===== src/rtl/digit_collector_if.sv =====
// Keypad-side and consumer-side signals of the digit collector, grouped so
// the collector and whatever drives it see one bundle.
//   master : the environment (keypad encoder + code consumer)
//   slave  : the digit collector itself
interface digit_collector_if #(
  parameter int NUM_DIGITS = 4
);
  logic [3:0]              bcd;
  logic                    valid_data;
  logic                    clear;
  logic                    ack;
  logic [4*NUM_DIGITS-1:0] digits;
  logic [3:0]              digit_count;
  logic                    code_ready;
  logic                    timeout;
  logic                    encoder_enablen;

  modport master (
    output bcd, valid_data, clear, ack,
    input  digits, digit_count, code_ready, timeout, encoder_enablen
  );

  modport slave (
    input  bcd, valid_data, clear, ack,
    output digits, digit_count, code_ready, timeout, encoder_enablen
  );
endinterface


===== src/rtl/digit_collector.sv =====
// Collects NUM_DIGITS BCD keypad digits into one code. Key presses arrive
// asynchronously and are synchronised and edge-detected, so one press gives
// one digit. A partial entry that sits idle for TIMEOUT_CYCLES clocks is
// discarded. A complete code is held, with the keypad disabled, until the
// consumer acknowledges it.
module digit_collector #(
  parameter int NUM_DIGITS     = 4,
  parameter int TIMEOUT_CYCLES = 1000
) (
  input  logic             clk,
  input  logic             resetn,
  digit_collector_if.slave bus
);

  localparam int DW = 4 * NUM_DIGITS;
  localparam int IW = $clog2(TIMEOUT_CYCLES);
  localparam logic [IW-1:0] IDLE_LAST = IW'(TIMEOUT_CYCLES - 1);
  localparam logic [3:0]    FULL      = 4'(NUM_DIGITS);

  typedef enum logic [1:0] {
    IDLE,
    COLLECT,
    READY
  } state_t;

  // Synchroniser and edge-detect stages
  logic       valid_s1, valid_s2, valid_s3;
  logic [3:0] bcd_s1, bcd_s2;
  // Fills with ones after reset. The edge detector is trusted only once
  // valid_s3 holds a genuine sample, so a key already held when reset is
  // released does not count as a press.
  logic [2:0] sync_live;
  logic       key_edge;
  logic       digit_ok;

  // Collection state
  state_t         state, state_next;
  logic [DW-1:0]  digits_q, digits_next;
  logic [3:0]     count_q, count_next;
  logic [IW-1:0]  idle_q, idle_next;
  logic           timeout_q, timeout_next;

  // Bring the keypad signals into the clk domain and keep one older valid
  // sample for rising-edge detection.
  // NOTE: sequential state uses non-blocking (<=) assignments so every flop
  // samples its pre-edge input; blocking here would collapse the chain.
  always_ff @(posedge clk or negedge resetn) begin
    if (!resetn) begin
      valid_s1  <= 1'b0;
      valid_s2  <= 1'b0;
      valid_s3  <= 1'b0;
      bcd_s1    <= 4'd0;
      bcd_s2    <= 4'd0;
      sync_live <= 3'b000;
    end else begin
      valid_s1  <= bus.valid_data;
      valid_s2  <= valid_s1;
      valid_s3  <= valid_s2;
      bcd_s1    <= bus.bcd;
      bcd_s2    <= bcd_s1;
      sync_live <= {sync_live[1:0], 1'b1};
    end
  end

  assign key_edge = sync_live[2] & valid_s2 & ~valid_s3;
  assign digit_ok = key_edge & (bcd_s2 <= 4'd9);

  // State, code, count, idle counter and timeout pulse registers.
  always_ff @(posedge clk or negedge resetn) begin
    if (!resetn) begin
      state     <= IDLE;
      digits_q  <= '0;
      count_q   <= 4'd0;
      idle_q    <= '0;
      timeout_q <= 1'b0;
    end else begin
      state     <= state_next;
      digits_q  <= digits_next;
      count_q   <= count_next;
      idle_q    <= idle_next;
      timeout_q <= timeout_next;
    end
  end

  // Next-state logic; priority is clear > ack > timeout > digit accept.
  // NOTE: every variable gets a default before any branch, so no path can
  // leave one unassigned and infer a latch.
  always_comb begin
    state_next   = state;
    digits_next  = digits_q;
    count_next   = count_q;
    idle_next    = idle_q;
    timeout_next = 1'b0;

    if (bus.clear) begin
      state_next  = IDLE;
      digits_next = '0;
      count_next  = 4'd0;
      idle_next   = '0;
    end else begin
      unique case (state)
        IDLE: begin
          if (digit_ok) begin
            digits_next = DW'(bcd_s2);
            count_next  = 4'd1;
            idle_next   = '0;
            state_next  = (NUM_DIGITS == 1) ? READY : COLLECT;
          end
        end

        COLLECT: begin
          if (idle_q == IDLE_LAST) begin
            // Expiry beats a digit arriving on the same edge.
            state_next   = IDLE;
            digits_next  = '0;
            count_next   = 4'd0;
            idle_next    = '0;
            timeout_next = 1'b1;
          end else if (digit_ok) begin
            digits_next = (digits_q << 4) | DW'(bcd_s2);
            count_next  = count_q + 4'd1;
            idle_next   = '0;
            if (count_next == FULL) begin
              state_next = READY;
            end
          end else begin
            idle_next = idle_q + 1'b1;
          end
        end

        READY: begin
          // Code is frozen; key edges are ignored until acknowledged.
          if (bus.ack) begin
            state_next  = IDLE;
            digits_next = '0;
            count_next  = 4'd0;
            idle_next   = '0;
          end
        end

        default: begin
          state_next  = IDLE;
          digits_next = '0;
          count_next  = 4'd0;
          idle_next   = '0;
        end
      endcase
    end
  end

  assign bus.digits          = digits_q;
  assign bus.digit_count     = count_q;
  assign bus.code_ready      = (state == READY);
  assign bus.encoder_enablen = (state == READY);
  assign bus.timeout         = timeout_q;

endmodule

===== src/flat_wrapper.sv =====
// flat-port wrapper written by rule: the top's interface ports become plain ports
module digit_collector_flat 
#(
  parameter int NUM_DIGITS     = 4,
  parameter int TIMEOUT_CYCLES = 1000
)
  (clk, resetn, bus_bcd, bus_valid_data, bus_clear, bus_ack, bus_digits, bus_digit_count, bus_code_ready, bus_timeout, bus_encoder_enablen);
  digit_collector_if #(.NUM_DIGITS(NUM_DIGITS)) bus_i ();
  input  logic clk;
  input  logic resetn;
  input wire logic [$bits(bus_i.bcd)-1:0] bus_bcd;
  input wire logic [$bits(bus_i.valid_data)-1:0] bus_valid_data;
  input wire logic [$bits(bus_i.clear)-1:0] bus_clear;
  input wire logic [$bits(bus_i.ack)-1:0] bus_ack;
  output wire logic [$bits(bus_i.digits)-1:0] bus_digits;
  output wire logic [$bits(bus_i.digit_count)-1:0] bus_digit_count;
  output wire logic [$bits(bus_i.code_ready)-1:0] bus_code_ready;
  output wire logic [$bits(bus_i.timeout)-1:0] bus_timeout;
  output wire logic [$bits(bus_i.encoder_enablen)-1:0] bus_encoder_enablen;
  assign bus_i.bcd = bus_bcd;
  assign bus_i.valid_data = bus_valid_data;
  assign bus_i.clear = bus_clear;
  assign bus_i.ack = bus_ack;
  assign bus_digits = bus_i.digits;
  assign bus_digit_count = bus_i.digit_count;
  assign bus_code_ready = bus_i.code_ready;
  assign bus_timeout = bus_i.timeout;
  assign bus_encoder_enablen = bus_i.encoder_enablen;
  digit_collector #(.NUM_DIGITS(NUM_DIGITS), .TIMEOUT_CYCLES(TIMEOUT_CYCLES)) u_core (.clk(clk), .resetn(resetn), .bus(bus_i));
endmodule

===== config.mk =====
export PLATFORM = sky130hd
export DESIGN_NAME = digit_collector_flat
export DESIGN_NICKNAME = d
export VERILOG_FILES = /design/src/rtl/digit_collector_if.sv /design/src/rtl/digit_collector.sv /design/src/flat_wrapper.sv
export SDC_FILE = /design/constraint.sdc
export NUM_CORES = 1
export LEC_CHECK = 0
export ABC_AREA = 1
export ABC_CLOCK_PERIOD_IN_PS = 4300
export BUFFER_PORTS_ARGS = -buffer_cell sky130_fd_sc_hd__buf_2
export CORE_MARGIN = 2
export CORE_UTILIZATION = 45
export CTS_CLUSTER_DIAMETER = 30
export DETAILED_ROUTE_END_ITERATION = 8
export PLACE_DENSITY = 0.65
export SYNTH_ARGS = -nofsm -noshare
export SYNTH_HDL_FRONTEND = slang
export SYNTH_SLANG_ARGS = --single-unit

===== constraint.sdc =====
create_clock -name clk -period 4.3 [get_ports clk]
set_input_delay 1.075 -clock clk [delete_from_list [all_inputs] [get_ports clk]]
set_output_delay 1.075 -clock clk [all_outputs]
set_load 0.02 [all_outputs]

==> results of run 1 <==
-- area by class of cell --
cell class / instances / area, µm²
Inverter: 23 / 86.33
Clock inverter: 3 / 46.29
Fill cell: 441 / 2261
Clock buffer: 5 / 68.82
Timing Repair Buffer: 31 / 155.1
Tap cell: 54 / 67.56
Sequential cell: 47 / 1176
Multi-Input combinational cell: 158 / 830.8
-- sequential cells by signal, summed over array words and instances (netlist names) --
register                flops
u_core.bcd_s1               4
u_core.bcd_s2               4
u_core.bus.digit_count      4
u_core.bus.digits          16
u_core.bus.timeout          1
u_core.idle_q              10
u_core.state                2
u_core.sync_live            3
u_core.valid_s1             1
u_core.valid_s2             1
u_core.valid_s3             1
-- report_power, final --
group / total, mW / switching (mW) / internal, mW
logic: 0.367 / 0.265 / 0.102
registers: 0.557 / 0.0560 / 0.500
clock network: 0.329 / 0.154 / 0.175
total: 1.25 / 0.475 / 0.778
-- path summary, 6_finish.rpt --
| check | endpoint | slack [ps] | cells past startpoint |
|---|---|---|---|
| worst min register to register | u_core.sync_live[1] | 350 | 0 |
| worst max register to register | u_core.bus.digit_count[3] | 2340 | 9 |
| max in group asynchronous | u_core.bus.digit_count[1] | 2740 | 1 |
| worst min-delay path | u_core.sync_live[1] | 350 | 0 |
| worst max-delay path | u_core.bus.digit_count[3] | 2110 | 7 |
| min in group asynchronous | u_core.idle_q[0] | 940 | 1 |
-- worst max-delay path: cells and delay by family --
kind,cells,cell delay (ps)
buf+inv,2,320
simple gates,3,770
compound gates,2,190
-- synthesized netlist by cell type (2+ instances only) --
cell type,instances,area [µm²]
ha_1,3,37.54
nor3_1,3,15.01
o21ai_2,18,157.7
buf_4,2,15.01
inv_2,3,11.26
buf_6,5,56.30
o21ai_1,3,15.01
nand3_1,16,80.08
nor2_1,20,75.07
nand2_2,4,25.02
o21ai_0,6,30.03
nand2_4,2,22.52
dfrtp_1,47,1176
nor2_2,2,12.51
nand3_2,2,20.02
inv_1,20,75.07
nand4_1,2,12.51
nand2_1,69,259.0
-- through the flow --
stage	power, mW	hold WS [ps]
global route	1.338	363.3
CTS	1.270	357.4
floorplan	0.8991	331.2
detailed placement	0.9384	336.3
finish	1.252	349.4
global placement	0.9330	332.1
-- cell families after synthesis --
| family | Yosys count | share of synthesized area |
|---|---|---|
| and+or+nand+nor | 121 | 0.2434 |
| DFF | 47 | 0.5384 |
| other | 1 | 0.001717 |
| AOI/OAI and AO/OA | 31 | 0.1100 |
| xor gates and xnor gates | 2 | 0.008020 |
| adders and majority gates | 3 | 0.01718 |
| buffers and inverters | 31 | 0.08132 |
-- per-layer routing --
metal  vias to the layer above  GRT usage  routed length [µm]
met2                        32     0.2222                1567
met3                         5    0.03841                 193
met4                         0    0.04848                  37
li1                        808          -                   -
met1                       685     0.2107                1815
met5                         -          0                   0
==> summary.md, run 1 <==
| Metric | Value |
|---|---|
| Outcome | complete, no violations |
| Actual slew at the worst max-slew pin | 998.9 ps |
| Worst-path clk slew | 90 ps |
| Critical Path RT | approximately 4500 ps |
| Avg Inst Size Synth | between 9 and 10 µm² |
| GRT Util Overall | 0.1484 |
| # DRC | 0 |
| Final Cycle Share | 0.5083 |
| Start point of the worst hold path | u_core.sync_live[0] |
| Final Setup Violations | 0 |
| Layout Skew | 6.327 ps |
| CTS buffer count | 5 |
| Drt wl/cell | between 10 and 15 µm |
| First-pass GRT wire length | approximately 6.2 mm |
| Hold-fix buffers at CTS | 0 |
| Worst setup margin | 2114 ps |
| FF+latch count, synth | 47 |
| Vias per cell | 4.766 |
| Post-CTS Setup Bufs | 0 |
| Final Slew Violations | 0 |
| CP Class | in2reg |
| Pre-Repair DR Iteration Count | 4 |
| DP Cell Count | around 310 |
| Die Area | 0.005428 mm² |
| Nets | between 200 and 300 |
| Grt ovf | 0 |
| Initial Utilization | 0.4656 |
| Number of synthesized flops with an enable pin | 0 |
| Die X | between 70 and 80 µm |
| Post-Syn Instances | 236 |
| CP startpoint kind | primary input |
| Top_reg_cell synth | dfrtp_1 |
| Post-cts sizing count | 0 |
| Finished Layout Cells | between 300 and 400 |
| Yosys cell types | 27 |
| Async set-reset flop share out of synthesis | 1.000 |
| Core Region | approximately 0.0047 mm² |
| Via count | 1530 |
| Commonest non-fill, non-tap cell in the layout | nand2_1 |
| Final setup TNS | 0 ps |
| Final Hold Fails | 0 |
| Final wirelength | ~3.6 mm |
| Final Wtd Congestion | approximately 0.83 |
| Number of global-route vias before repair | 1349 |
| Critical-path cell list | buf_2 > nor3_2 > a21oi_4 > nand2_4 > inv_1 > nand2_1 > o21ai_0 |
| P_leak | ~1.2 nW |
| Synth Warn # | 0 |
| Crit. End Element | register |
| Net Count, Synth | approximately 250 |
| Data arrival, critical path | 2370 ps |
| Max frequency | 457.5 MHz |
| Synth-to-Final Area Change | 11.28% |
| DP Wirelength | 2.553 mm |
| VDD IR max | ~270 µV |
| Clk Latency, worst-skew pair | around 300 ps |
| CTS tree | done |
| R2r startpoint | u_core.idle_q[0] |
| Unrepaired setup endpoints after global routing | false |
| Layout cells sized above 1 | 0.2697 |
| Slowest cell on crit path | nand2_4 |
| Root Buffer | clkbuf_8 |
| Post-Syn Area | ~0.0022 mm² |
| Final core occ | 0.5181 |
| Post-DRT Antenna Nets | 0 |
| Most frequent cells in the layout | nand2_1, dfrtp_1, buf_2 |
| Post-DP Area | around 0.0023 mm² |
| Initial DRC Count | between 70 and 80 |
| Finished Cell Area | approximately 0.0024 mm² |
| Antenna violations before repair | 0 |
| Crit Path Max Fanout | 42 |
| Max-cap viol count | 0 |
| Sequential area share after synthesis | 0.5384 |
| Site Rows | 25 |
| I/O pin cnt | 32 |
| I/O Buffers | 31 |
| Final min period | 2186 ps |
| Pre-CTS setup slack | roughly 1800 ps |
| Die height | 73.68 µm |
| Pwr/cell area | approximately 520 mW/mm² |
| Hold crit path type | reg2reg |
| H-tree depth | 2 |
| Slew margin rel. | 0.3341 |
| Worst setup startpoint | bus_clear |
| CP peak stage delay | a little over 400 ps |
| Diode count | 0 |
| Clk sinks | 47 |
| Clock buffer depth | 2 |
| Largest net degree at the start of global routing | 48 |
Power figures use the tool's default switching activity.
==> inputs of run 2 (changes only) <==
--- a/config.mk
+++ b/config.mk
@@ -5,8 +5,8 @@
 export SDC_FILE = /design/constraint.sdc
 export NUM_CORES = 1
 export LEC_CHECK = 0
-export ABC_AREA = 1
-export ABC_CLOCK_PERIOD_IN_PS = 4300
+export ABC_AREA = 0
+export ABC_CLOCK_PERIOD_IN_PS = 2200
 export BUFFER_PORTS_ARGS = -buffer_cell sky130_fd_sc_hd__buf_2
 export CORE_MARGIN = 2
 export CORE_UTILIZATION = 45
==> constraint.sdc (replaced) <==
create_clock -name clk -period 2.2 [get_ports clk]
set_input_delay 0.55 -clock clk [delete_from_list [all_inputs] [get_ports clk]]
set_output_delay 0.55 -clock clk [all_outputs]
set_load 0.02 [all_outputs]
==> run 2 against run 1 <==
  * Clock skew grew 2.6 ps
  * Largest cell class unchanged
  * Area after synthesis decreased by 1.2%
  * Critical endpoint is now u_core.bus.digits[4]
  * Flip-flop and latch count unchanged
  * Clock power is 74% higher
  * Power rose by 36%
  * Combinational power decreased by 46%
  * Cell area is 3.1% higher
  * Routed wire length is 9.9% higher
  * Critical path depth fell by 1
  * Largest power group unchanged
  * Worst setup slack worse by 2000 ps
==> summary.md, run 2 <==
| Metric | Value |
|---|---|
| Reg2Reg Setup Slack | 140 ps (-2200 ps) |
| Final Hold Fails | 0 (unchanged) |
| Clk pwr share | 0.335 (+0.072) |
| Final setup TNS | 0 ps (unchanged) |
| Die X | 73.26 µm (-0.57%) |
| CTS buffer count | 5 (unchanged) |
| I/O pin cnt | 32 (unchanged) |
| Post-cts sizing count | 0 (unchanged) |
| Busiest metal layer after global routing | met2 |
| Slew margin rel. | 0.6292 (+0.2952) |
| Met2 usage | 0.2523 (+0.03003) |
| Final Cycle Share | 0.9374 |
| Net Count, Synth | 204 (-18%) |
| Antenna violations before repair | 0 (unchanged) |
| Worst r2r path cells | 6 (-3) |
| CTS tree | done |
| Post-CTS Setup Bufs | 0 (unchanged) |
| Via count | 1534 (+0.26%) |
| Synth Warn # | 0 (unchanged) |
| Yosys cell types | 54 (+100%) |
| Diode count | 0 (unchanged) |
| Root Buffer | clkbuf_8 |
| Fraction of power spent switching nets | 0.2593 (-0.1198) |
| Met3 usage | 0.04115 (+0.002743) |
| Die height | 73.26 µm (-0.57%) |
| Crit Path Max Fanout | 11 (-74%) |
| Final wirelength | 3.971 mm (+9.9%) |
| VDD IR max | 394.3 µV (+47%) |
| First-pass GRT wire length | 6.762 mm (+9.9%) |
| Crit. End Element | register |
| Unrepaired setup endpoints after global routing | false |
| Nets | 243 (-13%) |
| Die Area | 0.005366 mm² (-1.1%) |
| Largest net degree at the start of global routing | 30 (-38%) |
| Post-Syn Area | 0.002158 mm² (-1.2%) |
| Top_reg_cell synth | dfrtp_1 |
| Sequential area share after synthesis | 0.5449 (+0.006554) |
| Avg Inst Size Synth | 11.24 µm² (+21%) |
| Grt ovf | 0 (unchanged) |
| Post-DRT Antenna Nets | 0 (unchanged) |
| Commonest non-fill, non-tap cell in the layout | dfrtp_1 |
| FF+latch count, synth | 47 (unchanged) |
| R2r startpoint | u_core.idle_q[0] |
| Largest register FFs | 16 (unchanged) |
| Async set-reset flop share out of synthesis | 1.000 (unchanged) |
| Drt wl/cell | 13.88 µm (+23%) |
| Initial Utilization | 0.4631 (-0.002513) |
| Actual slew at the worst max-slew pin | 553.8 ps (-445.1 ps) |
| Worst-path clk slew | 90 ps (about the same) |
| Hold-fix buffers at CTS | 0 (unchanged) |
| Clock buffer depth | 2 (unchanged) |
| Final Setup Violations | 0 (unchanged) |
| GRT met1 Usage | 0.2315 (+0.02082) |
| Clk sinks | 47 (unchanged) |
| Outcome | complete, no violations |
| Critical R2R Capture | u_core.bus.digits[4] |
| Initial DRC Count | 101 (+31%) |
| P_leak | 1.167 nW (-6.3%) |
| Post-synth top area share | 0.5449 (+0.006554) |
| Synth top cells by count | dfrtp_1, inv_1, nand2_1, mux2i_1, o21ai_0 |
| Post-Syn Instances | 192 (-19%) |
| GRT Util Overall | 0.1662 (+0.01787) |
| # DRC | 0 (unchanged) |
| Ranking of synthesized cells by area | dfrtp_1, mux2i_1, inv_1 |
| Fillers | 391 (-11%) |
| Max frequency | 484.9 MHz |
| P_sw | 0.4422 mW (-6.9%) |
| Count leader, synth | dfrtp_1 |
| Layout Skew | 8.924 ps (+2.597 ps) |
| Site Rows | 25 (unchanged) |
| H-tree depth | 2 (unchanged) |
| Final core occ | 0.5377 (+0.01959) |
| Hold crit path type | in2async |
| Core Region | 0.004661 mm² (-0.67%) |
| Synth-to-Final Area Change | 16.12% |
| Pre-Repair DR Iteration Count | 4 (unchanged) |
| Vias per cell | 5.364 (+13%) |
| I/O Buffers | 31 (unchanged) |
| Critical Path RT | 2430 ps (-2050 ps) |
| DP Wirelength | 2.914 mm (+14%) |
| Clk Latency, worst-skew pair | 300 ps (about the same) |
| Comb pwr share | 0.116 (-0.177) |
| CP startpoint kind | register |
| Most frequent cells in the layout | dfrtp_1, buf_2, inv_1 |
| CP Class | reg2reg |
| Max-cap viol count | 0 (unchanged) |
| Cell taking the most area after synthesis | dfrtp_1 |
| Final min period | ~2100 ps |
| Number of synthesized flops with an enable pin | 0 (unchanged) |
| Final Slew Violations | 0 (unchanged) |
| Number of global-route vias before repair | 1500 (+11%) |
| Data arrival, critical path | 2290 ps (-80 ps) |
| Layout cells sized above 1 | 0.2414 (-0.02828) |
| P_int | 1.263 mW (+62%) |
| Final Wtd Congestion | 0.7897 (-4.5%) |
| Sequential Power Share | 0.549 (+0.105) |
| Pwr/cell area | 680.5 mW/mm² (+32%) |
-- run 2: cell count changes in the layout (fill, tap and decap cells not counted), sizes merged, moves of 5 or more --
cell,change
nor2,-16
nand3,-12
mux2i,+13
o21ai,-17
nand2,-59
nand4,+5
buf,+8
-- run 2: power by group through the flow --
stage                     Clock [mW]  Sequential (mW)  Combinational, mW
after floorplan                    0            0.960              0.108
after global placement             0            0.953              0.196
after detailed placement           0            0.955              0.200
after CTS                      0.594            0.937              0.200
after global routing           0.617            0.943              0.221
final                          0.572            0.937              0.197
-- run 2: final cells by class --
class | count | area, µm² | share of cell area
Tap cell | 54 | 67.56 | 0.02696
Timing Repair Buffer | 39 | 227.7 | 0.09086
Clock inverter | 1 | 7.507 | 0.002996
Multi-Input combinational cell | 116 | 848.3 | 0.3385
Inverter | 22 | 82.58 | 0.03295
Clock buffer | 7 | 96.34 | 0.03844
Sequential cell | 47 | 1176 | 0.4693
-- run 2: per-stage QoR --
| stage | instance area (µm²) | instances | power, mW | hold slack [ps] | setup WS [ps] |
|---|---|---|---|---|---|
| 2_1_floorplan | 2158 | 192 | 1.067 | 254.4 | 270.7 |
| 5_1_grt | 2506 | 286 | 1.781 | 215.1 | 25.75 |
| 6_report | 2506 | 286 | 1.705 | 189.2 | 137.6 |
| 4_1_cts | 2506 | 286 | 1.732 | 197.9 | 128.9 |
| 3_5_place_dp | 2402 | 278 | 1.155 | 334.7 | 150.5 |
| 3_3_place_gp | 2402 | 278 | 1.149 | 333.5 | 195.5 |
-- run 2: worst max-delay path, cell delays in order (launching register included) --
cell	delay (ps)
dfrtp_1	410
ha_1	230
nand4b_1	200
o41a_4	440
a21oi_4	280
buf_4	240
mux2i_1	190
-- run 2: routing by layer --
layer / vias up / wire length, µm / share of wire
li1: 765 / - / -
met1: 737 / 1947 / 0.49
met2: 30 / 1868 / 0.47
met3: 2 / 139 / 0.035
met4: 0 / 15 / 0.0038
met5: - / 0 / 0
-- run 2: worst max path at each step --
stage | start | end | slack, ps
detailed placement | u_core.idle_q[0] | u_core.bus.digits[4] | 150
CTS | u_core.idle_q[0] | u_core.bus.digits[4] | 130
global placement | u_core.idle_q[0] | u_core.bus.digits[12] | 200
finish | u_core.idle_q[0] | u_core.bus.digits[4] | 140
floorplan | u_core.idle_q[0] | u_core.bus.digit_count[0] | 270
global route | u_core.idle_q[0] | u_core.bus.digits[8] | 30
-- run 2: cell families after synthesis --
logic type / count (synthesis) / share of synthesized area
and+or+nand+nor: 62 / 0.1739
buffers and inverters: 29 / 0.06203
adders and majority gates: 3 / 0.01739
AOI/OAI and AO/OA: 35 / 0.1293
other: 1 / 0.001737
DFF: 47 / 0.5449
muxes: 15 / 0.07072
==> inputs of run 3 (changes only) <==
==> constraint.sdc (replaced) <==
create_clock -name clk -period 2.2 [get_ports clk]
set_input_delay 0.44 -clock clk [delete_from_list [all_inputs] [get_ports clk]]
set_output_delay 0.44 -clock clk [all_outputs]
set_load 0.02 [all_outputs]
==> run 3 against run 2 <==
  * Utilization is 0.11 points higher
  * Sequential share of layout area is 0.094 points lower
  * Combinational power is 3% lower
  * Maximum frequency is 1.4% higher
  * Clock skew is 3.1 ps lower
  * Die area stayed put
  * Clock power is 15% higher
  * Sequential power hardly changed
  * Final cell count stayed put
  * First-iteration DRC count is 17% lower
  * Worst hold slack better by 34 ps
  * Non-clock buffer count stayed put
==> summary.md, run 3 (synthesis gave the netlist of run 2 again) <==
| Metric | Value |
|---|---|
| WP depth | 6 (unchanged) |
| Unrepaired setup endpoints after global routing | false |
| Final setup TNS | 0 ps (unchanged) |
| Largest net degree at the start of global routing | 48 (+60%) |
| VDD IR max | 612.3 µV (+55%) |
| Clk Latency, worst-skew pair | 290 ps (about the same) |
| Largest register FFs | 16 (unchanged) |
| Worst-path clk slew | 90 ps (about the same) |
| Die height | 73.26 µm (unchanged) |
| Antenna violations before repair | 0 (unchanged) |
| Worst r2r path cells | 6 (unchanged) |
| I/O pin cnt | 32 (unchanged) |
| Drt wl/cell | 13.47 µm (-3.0%) |
| Die Area | 0.005366 mm² (unchanged) |
| CP Class | reg2reg |
| Root Buffer | clkbuf_8 |
| Commonest non-fill, non-tap cell in the layout | dfrtp_1 |
| I/O Buffers | 31 (unchanged) |
| Hold-fix buffers at CTS | 0 (unchanged) |
| R2r startpoint | u_core.idle_q[1] |
| Slew margin rel. | 0.6134 (-0.01584) |
| Fraction of power spent switching nets | 0.2459 (-0.01339) |
| Final Setup Violations | 0 (unchanged) |
| CP peak stage delay | 450 ps (about the same) |
| Number of global-route vias before repair | 1323 (-12%) |
| # DRC | 0 (unchanged) |
| Critical-path cell list | ha_1 > nand4b_1 > o41a_4 > a21oi_4 > buf_4 > mux2i_1 |
| P_sw | 0.4395 mW (-0.62%) |
| Worst setup margin | 166.4 ps (+28.75 ps) |
| Clock buffer depth | 2 (unchanged) |
| Finished Layout Cells | 286 (unchanged) |
| P_int | 1.348 mW (+6.7%) |
| Via count | 1545 (+0.72%) |
| Post-cts sizing count | 0 (unchanged) |
| P_leak | 1.174 nW (+0.63%) |
| Die X | 73.26 µm (unchanged) |
| Max-cap viol count | 0 (unchanged) |
| Hold crit path type | in2async |
| Data arrival, critical path | 2250 ps (-40 ps) |
| Clk sinks | 47 (unchanged) |
| Final wirelength | 3.851 mm (-3.0%) |
| Outcome | complete, no violations |
| Layout Skew | 5.795 ps (-3.129 ps) |
| Final min period | 2034 ps (-28.75 ps) |
| DP Cell Count | 278 (unchanged) |
| DP Wirelength | 2.766 mm (-5.1%) |
| Synth-to-Final Area Change | 16.35% |
| First-pass GRT wire length | 6.348 mm (-6.1%) |
| CTS buffer count | 5 (unchanged) |
| WP buf/inv | 1 (unchanged) |
| Crit. End Element | register |
| Pwr/cell area | 711.6 mW/mm² (+4.6%) |
| Initial Utilization | 0.4631 (unchanged) |
| H-tree depth | 2 (unchanged) |
| Pre-Repair DR Iteration Count | 4 (unchanged) |
| Initial DRC Count | 84 (-17%) |
| Slowest cell on crit path | o41a_4 |
| Post-CTS Setup Bufs | 0 (unchanged) |
| Grt ovf | 0 (unchanged) |
| Pre-CTS setup slack | 186.2 ps (+35.71 ps) |
| Critical Path RT | 2410 ps (-20 ps) |
| Vias per cell | 5.402 (+0.72%) |
| Most frequent cells in the layout | dfrtp_1, buf_2, inv_1 |
| Final Slew Violations | 0 (unchanged) |
| Clk pwr share | 0.369 (+0.034) |
| Nets | 243 (unchanged) |
| Crit Path Max Fanout | 6 (-5) |
| Layout cells sized above 1 | 0.2414 (unchanged) |
| Final Hold Fails | 0 (unchanged) |
| Final Cycle Share | 0.9244 (-0.01307) |
| CP startpoint kind | register |
| Final Wtd Congestion | 0.7467 (-5.4%) |
| Core Region | 0.004661 mm² (unchanged) |
| Max frequency | 491.7 MHz (+1.4%) |
| CTS tree | done |
| Reg2Reg Setup Slack | 170 ps (+30 ps) |
| Worst setup startpoint | u_core.idle_q[1] |
| Critical R2R Capture | u_core.bus.digits[13] |
| Post-DRT Antenna Nets | 0 (unchanged) |
| Actual slew at the worst max-slew pin | 579.9 ps (+26.10 ps) |
| Site Rows | 25 (unchanged) |
| Top delay family on crit path | compound AO/OA/AOI/OAI gates |
| Comb pwr share | 0.107 (-0.009) |
| Diode count | 0 (unchanged) |
| GRT Util Overall | 0.1535 (-0.01272) |
| Sequential Power Share | 0.525 (-0.024) |
[run 3: cell count changes in the layout (fill, tap and decap cells not counted), sizes merged]
| cell | previous run | this run |
|---|---|---|
| clkbuf | 7 | 6 |
| clkinvlp | 1 | 0 |
| inv | 22 | 23 |
| bufinv | 0 | 1 |
[run 3: metal layers]
metal  wire length, µm  part of all wire  GRT usage
met1              1969              0.51     0.2394
met2              1678              0.44     0.2112
met3               176             0.046    0.03841
met4                27            0.0070    0.04321
met5                 0                 0          0
[run 3: power by group through the flow]
stage	Sequential, mW	Combinational, mW	Clock (mW)
after CTS	0.937	0.193	0.676
after floorplan	0.960	0.108	0
after detailed placement	0.955	0.193	0
final	0.938	0.191	0.659
after global placement	0.954	0.193	0
after global routing	0.943	0.215	0.711
[run 3: how the worst max path moves through the flow]
stage / end
CTS: u_core.bus.digits[13]
global route: u_core.bus.digits[13]
floorplan: u_core.bus.digit_count[0]
detailed placement: u_core.bus.digits[13]
global placement: u_core.bus.digits[12]
finish: u_core.bus.digits[13]
[run 3: through the flow]
step                power, mW    util  cell area [µm²]  hold WS, ps
floorplan               1.067       -             2158        144.4
global placement        1.146  0.5128             2390        334.0
detailed placement      1.148  0.5128             2390        336.3
CTS                     1.807  0.5388             2511        239.7
global route            1.869  0.5388             2511        232.0
finish                  1.787  0.5388             2511        223.1
[run 3: final cells by class]
cell class              count  area (µm²)
clock buffers               6       82.58
clock inverters             2       38.79
fillers                   427        2150
inverters                  22       82.58
multi-input cells         116       848.3
flip-flops and latches     47        1176
well taps                  54       67.56
repair buffers             39       215.2
